==> src/rtl/microwave_pkg.sv <==
// Shared types and key-code constants for the cook-time entry path.
package microwave_pkg;

    typedef logic [3:0] bcd_t;

    typedef enum logic [1:0] {
        ST_IDLE   = 2'd0,
        ST_ENTRY  = 2'd1,
        ST_LOADED = 2'd2
    } state_e;

    localparam logic [3:0] KEY_START     = 4'hA;
    localparam logic [3:0] KEY_CANCEL    = 4'hB;
    localparam logic [3:0] KEY_DIGIT_MAX = 4'd9;
    localparam logic [2:0] DIGITS_MAX    = 3'd4;

    function automatic logic is_digit(input logic [3:0] code);
        return code <= KEY_DIGIT_MAX;
    endfunction

endpackage

==> src/rtl/pgt_edge_detect.sv <==
// Rising-edge detector on the encoder strobe: one key_evt per pgt high period, zero latency.
// pgt_q resets high so a key already held when reset is applied never produces an event.
module pgt_edge_detect (
    input  logic clk,
    input  logic clear,
    input  logic pgt,
    output logic key_evt
);

    logic pgt_q;

    always_ff @(posedge clk or posedge clear) begin
        if (clear) begin
            pgt_q <= 1'b1;
        end else begin
            pgt_q <= pgt;
        end
    end

    assign key_evt = pgt & ~pgt_q;

endmodule

==> src/rtl/time_entry_decoder.sv <==
// Assembles keypad digits into an MM:SS entry and issues a one-cycle load on START.
// Outputs update on the edge that first sees pgt high; no backpressure, the timer must accept load.
module time_entry_decoder
    import microwave_pkg::*;
#(
    parameter logic [3:0] START_CODE   = KEY_START,
    parameter logic [3:0] CANCEL_CODE  = KEY_CANCEL,
    parameter logic [3:0] MAX_SEC_TENS = 4'd5
) (
    input  logic       clk,
    input  logic       clear,
    input  logic [3:0] key_code,
    input  logic       pgt,
    input  logic       timer_done,
    output bcd_t       min_tens,
    output bcd_t       min_units,
    output bcd_t       sec_tens,
    output bcd_t       sec_units,
    output logic [2:0] digit_count,
    output logic       load,
    output logic       busy,
    output logic       entry_err
);

    logic   key_evt;
    state_e state_q, state_d;
    bcd_t   min_tens_d, min_units_d, sec_tens_d, sec_units_d;
    logic [2:0] count_d;
    logic   load_d, err_d;

    pgt_edge_detect u_edge (
        .clk     (clk),
        .clear   (clear),
        .pgt     (pgt),
        .key_evt (key_evt)
    );

    always_comb begin
        state_d     = state_q;
        min_tens_d  = min_tens;
        min_units_d = min_units;
        sec_tens_d  = sec_tens;
        sec_units_d = sec_units;
        count_d     = digit_count;
        load_d      = 1'b0;
        err_d       = 1'b0;

        // timer_done outranks any key arriving in the same cycle
        if (timer_done && state_q == ST_LOADED) begin
            state_d     = ST_IDLE;
            min_tens_d  = '0;
            min_units_d = '0;
            sec_tens_d  = '0;
            sec_units_d = '0;
            count_d     = '0;
        end else if (key_evt) begin
            if (key_code == CANCEL_CODE) begin
                state_d     = ST_IDLE;
                min_tens_d  = '0;
                min_units_d = '0;
                sec_tens_d  = '0;
                sec_units_d = '0;
                count_d     = '0;
            end else if (key_code == START_CODE) begin
                case (state_q)
                    ST_IDLE: err_d = 1'b1;
                    ST_ENTRY: begin
                        if (sec_tens > MAX_SEC_TENS) begin
                            err_d = 1'b1;
                        end else begin
                            load_d  = 1'b1;
                            state_d = ST_LOADED;
                        end
                    end
                    default: ;
                endcase
            end else if (is_digit(key_code)) begin
                if (state_q == ST_LOADED) begin
                    err_d = 1'b1;
                end else begin
                    min_tens_d  = min_units;
                    min_units_d = sec_tens;
                    sec_tens_d  = sec_units;
                    sec_units_d = key_code;
                    count_d     = (digit_count == DIGITS_MAX) ? DIGITS_MAX : digit_count + 3'd1;
                    state_d     = ST_ENTRY;
                end
            end else begin
                err_d = 1'b1;
            end
        end

        if (!(state_q inside {ST_IDLE, ST_ENTRY, ST_LOADED})) begin
            state_d = ST_IDLE;
        end
    end

    always_ff @(posedge clk or posedge clear) begin
        if (clear) begin
            state_q     <= ST_IDLE;
            min_tens    <= '0;
            min_units   <= '0;
            sec_tens    <= '0;
            sec_units   <= '0;
            digit_count <= '0;
            load        <= 1'b0;
            entry_err   <= 1'b0;
        end else begin
            state_q     <= state_d;
            min_tens    <= min_tens_d;
            min_units   <= min_units_d;
            sec_tens    <= sec_tens_d;
            sec_units   <= sec_units_d;
            digit_count <= count_d;
            load        <= load_d;
            entry_err   <= err_d;
        end
    end

    assign busy = (state_q == ST_LOADED);

endmodule

==> config.mk <==
export PLATFORM = sky130hd
export DESIGN_NAME = time_entry_decoder
export DESIGN_NICKNAME = d
export VERILOG_FILES = /design/src/rtl/microwave_pkg.sv /design/src/rtl/pgt_edge_detect.sv /design/src/rtl/time_entry_decoder.sv
export SDC_FILE = /design/constraint.sdc
export NUM_CORES = 1
export LEC_CHECK = 0
export CAP_MARGIN = 0
export CORE_ASPECT_RATIO = 0.9
export CORE_UTILIZATION = 40
export DETAILED_ROUTE_END_ITERATION = 12
export HOLD_SLACK_MARGIN = 0.15
export PLACE_DENSITY_LB_ADDON = 0.1
export SLEW_MARGIN = 20
export SYNTH_ARGS = -nofsm -noshare
export SYNTH_HDL_FRONTEND = slang
export SYNTH_SLANG_ARGS = --single-unit
==> constraint.sdc <==
create_clock -name clk -period 2.2 [get_ports clk]
set_clock_uncertainty 0.05 [all_clocks]
set_input_delay 0.66 -clock clk [delete_from_list [all_inputs] [get_ports clk]]
set_output_delay 0.66 -clock clk [all_outputs]
set_load 0.01 [all_outputs]
## Yosys cells after proc, flatten, opt, wreduce, memory -nomap -nowiden

Cells that the tools add are included.

- Register bits after elaboration: 24
- Bits of input ports: 8
- Output and inout port bits: 22
- Word-level logic and storage cells: 87

- Add/sub/neg operators: 1
- $lt $le $gt $ge: 2
- Equality and inequality tests: 12
- Muxes and demuxes: 54
- Bitwise operators: 2
- Reduce and logical (&&, ||, !) cells: 7

Operators with widths:

| operator | count |
|---|---|
| $mux W4 | 24 |
| $mux W3 | 7 |
| $ne A5 B5 Y1 const B | 4 |
| $mux W2 | 9 |
| $mux W1 | 13 |
| $eq A4 B4 Y1 const B | 2 |
| $ne A3 B3 Y1 const B | 2 |
| $reduce_bool A3 Y1 | 2 |
| $reduce_and A5 Y1 | 1 |
| $gt A4 B3 Y1 const B | 1 |
| $le A4 B4 Y1 const B | 1 |
| $reduce_and A4 Y1 | 1 |
| $add A3 B1 Y3 const B | 1 |
| $eq A3 B3 Y1 const B | 1 |
| $ne A3 B1 Y1 const B | 1 |
| $eq A2 B1 Y1 const B | 1 |
| $eq A2 B2 Y1 const B | 1 |
| $logic_not A2 Y1 | 1 |
| $pmux W1 S2 | 1 |
| $reduce_bool A2 Y1 | 1 |
| $and A1 B1 Y1 | 1 |
| $logic_and A1 B1 Y1 | 1 |
| $not A1 Y1 | 1 |

## Longest topological paths before layout

- Word-level depth: 8
- Depth in mapped cells: 7
- Gate-level depth less buffers: 6

## By module

From an unflattened synthesis, not the netlist that was laid out.

- Cells, all modules: 109
- Area, all modules: 1223.7 um^2

By module, submodules not included:

| module | times used | cells an instance | area an instance (um^2) | sequential area each (um^2) |
|---|---|---|---|---|
| time_entry_decoder | 1 | 106 | 1179.9 | 575.6 |
| pgt_edge_detect | 1 | 3 | 43.8 | 26.3 |

## Worst setup path after synthesis

Ideal clock, no wire load.

- Path kind: input to register
- Start: input key_code[0]
- End: register digit_count[2]
- Setup time: 124 ps
- Arrival time: 1542 ps
- Required time: 2026 ps
- Path slack: 484 ps
- Stages: 6
- Path buffers: 2
- Cell sequence: buf_4 -> nand3b_1 -> and3_1 -> buf_6 -> a41oi_1 -> nor3_1

- Word-level cells in the longest chain between the ends: 4
- Elaborated cells on any way between the ends: 10
- Those cells by class: 1 x order compare; 4 x eq/ne; 3 x mux; 2 x reduce/logical

RTL lines:

| what | RTL line | source |
|---|---|---|
| start: declaration | time_entry_decoder.sv:12 | `input logic [3:0] key_code,` |
| parallel branches: the longest is 4 deep, another holds $le A4 B4 Y1 | - |  |
| end signal: assignment | time_entry_decoder.sv:114 | `digit_count <= count_d;` |
| end: declaration | time_entry_decoder.sv:19 | `output logic [2:0] digit_count,` |

Several ways; the timed one is not identified. The select of a mux whose other input is x is not followed.
A chain may end at the register's enable or synchronous reset.

## Final worst setup path

- Start: register sec_tens[3]
- End: output sec_tens[3]

RTL lines:

| what | RTL line | source |
|---|---|---|
| start: declaration | time_entry_decoder.sv:17 | `output bcd_t sec_tens,` |
| start signal: assignment | time_entry_decoder.sv:112 | `sec_tens <= sec_tens_d;` |

No word-level cell between the ends.

==> qor.csv <==
metric,value,unit
layout cells sized above 1,21.8,%
"EDFF count, synth",0,
DRC viols,0,
Hold Crit Class,reg -> reg,
DR vias/cell,5.42,
Sw Pwr,0.521,mW
Die Y,55.9,um
final net count,181,
headroom to the max-slew limit,77.5,%
Worst Path Required,1490,ps
cell count after synthesis,130,
global route hottest layer,met1,
R2R setup slack,690,ps
Post-synth top flop,dfrtp_1,
post-synth cell types,32,
vias,1149,
die width,61.8,um
unrepaired setup endpoints after global routing,no,
Max stage delay on crit path,580,ps
"Net Count, Synth",140,
pre-CTS setup slack,-26.1,ps
largest net degree at the start of global routing,25,
Startpoint Class,register,
largest family of logic cells by synthesized area,simple AND/OR/NAND/NOR gates,
CP Class,reg -> out,
Num CTS Buffers,3,
WL/cell,14.7,um
Post-synth top cells,"23 x dfrtp_1, 22 x a21oi_1, 18 x nand4_1",
CTS H-tree depth,1,
Die ar.,3450,um2
Clock Tree Buf Depth,2,
port bufs,29,
core footprint,3070,um2
status,finished clean,
pwr dens,853,nW/um2
ant diodes,0,
post-synthesis sequential area ratio,46.7,%
Clock power frac,13.4,%
GP Congestion,0.891,
Initial Utilization,42.0,%
row count,19,
maximum VDD drop,0.420,mV
XOR/XNOR share of the synthesized area,0,%
Total GRT Usage,21.4,%
met3 Resource Use GR,5.12,%
mean post-synth cell area,9.91,um2
I/O Pins,30,
worst path cell trace,clkdlybuf4s50_1,
vias in the first global route,1140,
drt total wl,3120,um
Layout area overhead,37.0,%
Clock Latency Late Sink,320,ps
FF-to-FF Start,u_edge.pgt_q$_DFF_PP1_,
Sequential Power Share,44.2,%
"Reg clk slew, reported paths",120,ps
critical path capture point type,output pin,
HP Start,state_q[1]$_DFFE_PP0P_,
CP max FO,5,
post-synthesis simple-gate area fraction,22.0,%
Pleak,0.739,nW
Synth area leaders,"dfrtp_1 45%, nand4_1 8.7%, a21oi_1 8.5%",
first-pass GRT wire length,5460,um
M1 GR Usage,31.8,%
GR Overflow Total,0,
Final Cell Area,1770,um2
most frequent cell after synthesis,dfrtp_1,
initial antenna violation count,0,
Synth area leader,dfrtp_1,
Post-Synth Adder-Cell Area,1.94,%
met2 GRT Util,31.2,%
switching portion of total power,34.6,%
max cap viols,0,
Synth Register Bits,24,
minimum clock period,2050,ps
DR pass1 iterations,4,
Post-synth ARST share,100,%
Int Pwr,0.984,mW
Root Driver,clkbuf_4,
DRT iter0 DRCs,29,
TritonCTS clock tree,built,
final worst setup slack,145,ps
"Hold Vio Cnt, Final",0,
Setup-failing EPs final,0,
Compound-Gate Fraction of Synth Area,21.7,%
post-synthesis mux area share,0,%
post-synth top area share,44.7,%
dpl cell area,1730,um2
fin crit share,93.4,%
Crit path max-delay family,buffers and inverters,
Fillers,265,
worst-margin pin slew,333,ps
TNS Setup,0,ps
synthesized area,1290,um2
YS warnings,0,
FMAX,0.487,GHz
clock sinks,24,
WHS,472,ps
Combinational Power Share,42.4,%
Final Max Tran Viols,0,
slowest CP cell,clkdlybuf4s50_1,
Detail Route Antenna Nets,0,
Arrival @ worst endpoint,1340,ps
post-DP HPWL,2150,um
crit path from,sec_tens[3]$_DFFE_PP0P_,
CP bufs+invs,1,
==> logic make-up (layout without fill, tap and decap cells) <==
| logic type | Yosys count | count (layout) |
|---|---|---|
| AO/OA/AOI/OAI | 46 | 46 |
| adder cells (fa/ha/maj) | 2 | 2 |
| AND/OR/NAND/NOR | 44 | 44 |
| flip-flops | 24 | 24 |
| buffers and inverters | 14 | 54 |
==> power groups by stage <==
stage	Sequential, mW	Clock, mW	Combinational (mW)
2_1_floorplan	0.711	0	0.267
3_3_place_gp	0.679	0	0.623
3_5_place_dp	0.680	0	0.630
4_1_cts	0.668	0.213	0.641
5_1_grt	0.689	0.231	0.705
6_report	0.666	0.201	0.638
==> through the flow <==
step	utilization (%)	total power, mW	std cells
3_3_place_gp	56.5	1.30	207
3_5_place_dp	56.5	1.31	207
4_1_cts	57.6	1.52	212
5_1_grt	57.6	1.62	212
6_report	57.6	1.51	212
2_1_floorplan	-	0.978	130
==> sequential cells by signal, indices dropped and copies added, names as in the netlist <==
register,flops
min_tens,4
u_edge.pgt_q,1
digit_count,3
min_units,4
sec_tens,4
sec_units,4
state_q,2
entry_err,1
load,1
==> worst reg2reg max path: cells and delay by family, from the launching register on <==
family	cells	cell delay, ps
simple gates	3	660
flops	1	380
buf+inv	1	200
compound gates	1	160
==> routing by layer <==
metal	part of all wire (%)	vias up
li1	-	567
met1	47	544
met2	48	36
met3	5.1	2
met4	0.48	0
met5	0	-
==> cell type report <==
type	count	area [um2]	area share (%)
Sequential cell	24	603	34.2
Multi-Input combinational cell	92	589	33.4
Timing Repair Buffer	46	479	27.1
Tap cell	42	52.6	2.98
Clock buffer	4	26.3	1.49
Inverter	4	15.0	0.850
==> path summary, 6_finish.rpt <==
kind,endpoint,cells past startpoint
min in group asynchronous,entry_err$_DFF_PP0_,3
worst max register to register,min_units[1]$_DFFE_PP0P_,5
worst min register to register,state_q[0]$_DFFE_PP0P_,1
max in group asynchronous,u_edge.pgt_q$_DFF_PP1_,3
worst min-delay path,state_q[0]$_DFFE_PP0P_,1
worst max-delay path,sec_tens[3],1
==> what timing repair did <==
item,4_1_cts,5_1_grt
hold buffers,0,0
endpoints found under the setup margin,1,0
hold endpoints to repair,0,0
resized for setup,2,0
setup buffers,1,0
==> cell usage in the layout (no fill, tap or decap), types with 2 or more instances in the layout <==
| cell type | instances |
|---|---|
| clkdlybuf4s50_1 | 28 |
| a21oi_1 | 22 |
| dfrtp_1 | 22 |
| nand4_1 | 18 |
| buf_4 | 12 |
| o21ai_2 | 10 |
| o21ai_0 | 10 |
| buf_12 | 5 |
| nand2_1 | 4 |
| nor2_1 | 4 |
| inv_1 | 3 |
| clkbuf_4 | 3 |
| and2_1 | 2 |
| nor3_1 | 2 |
| nor4_1 | 2 |
| nand3_1 | 2 |
| ha_1 | 2 |
Power figures use the tool's default switching activity.
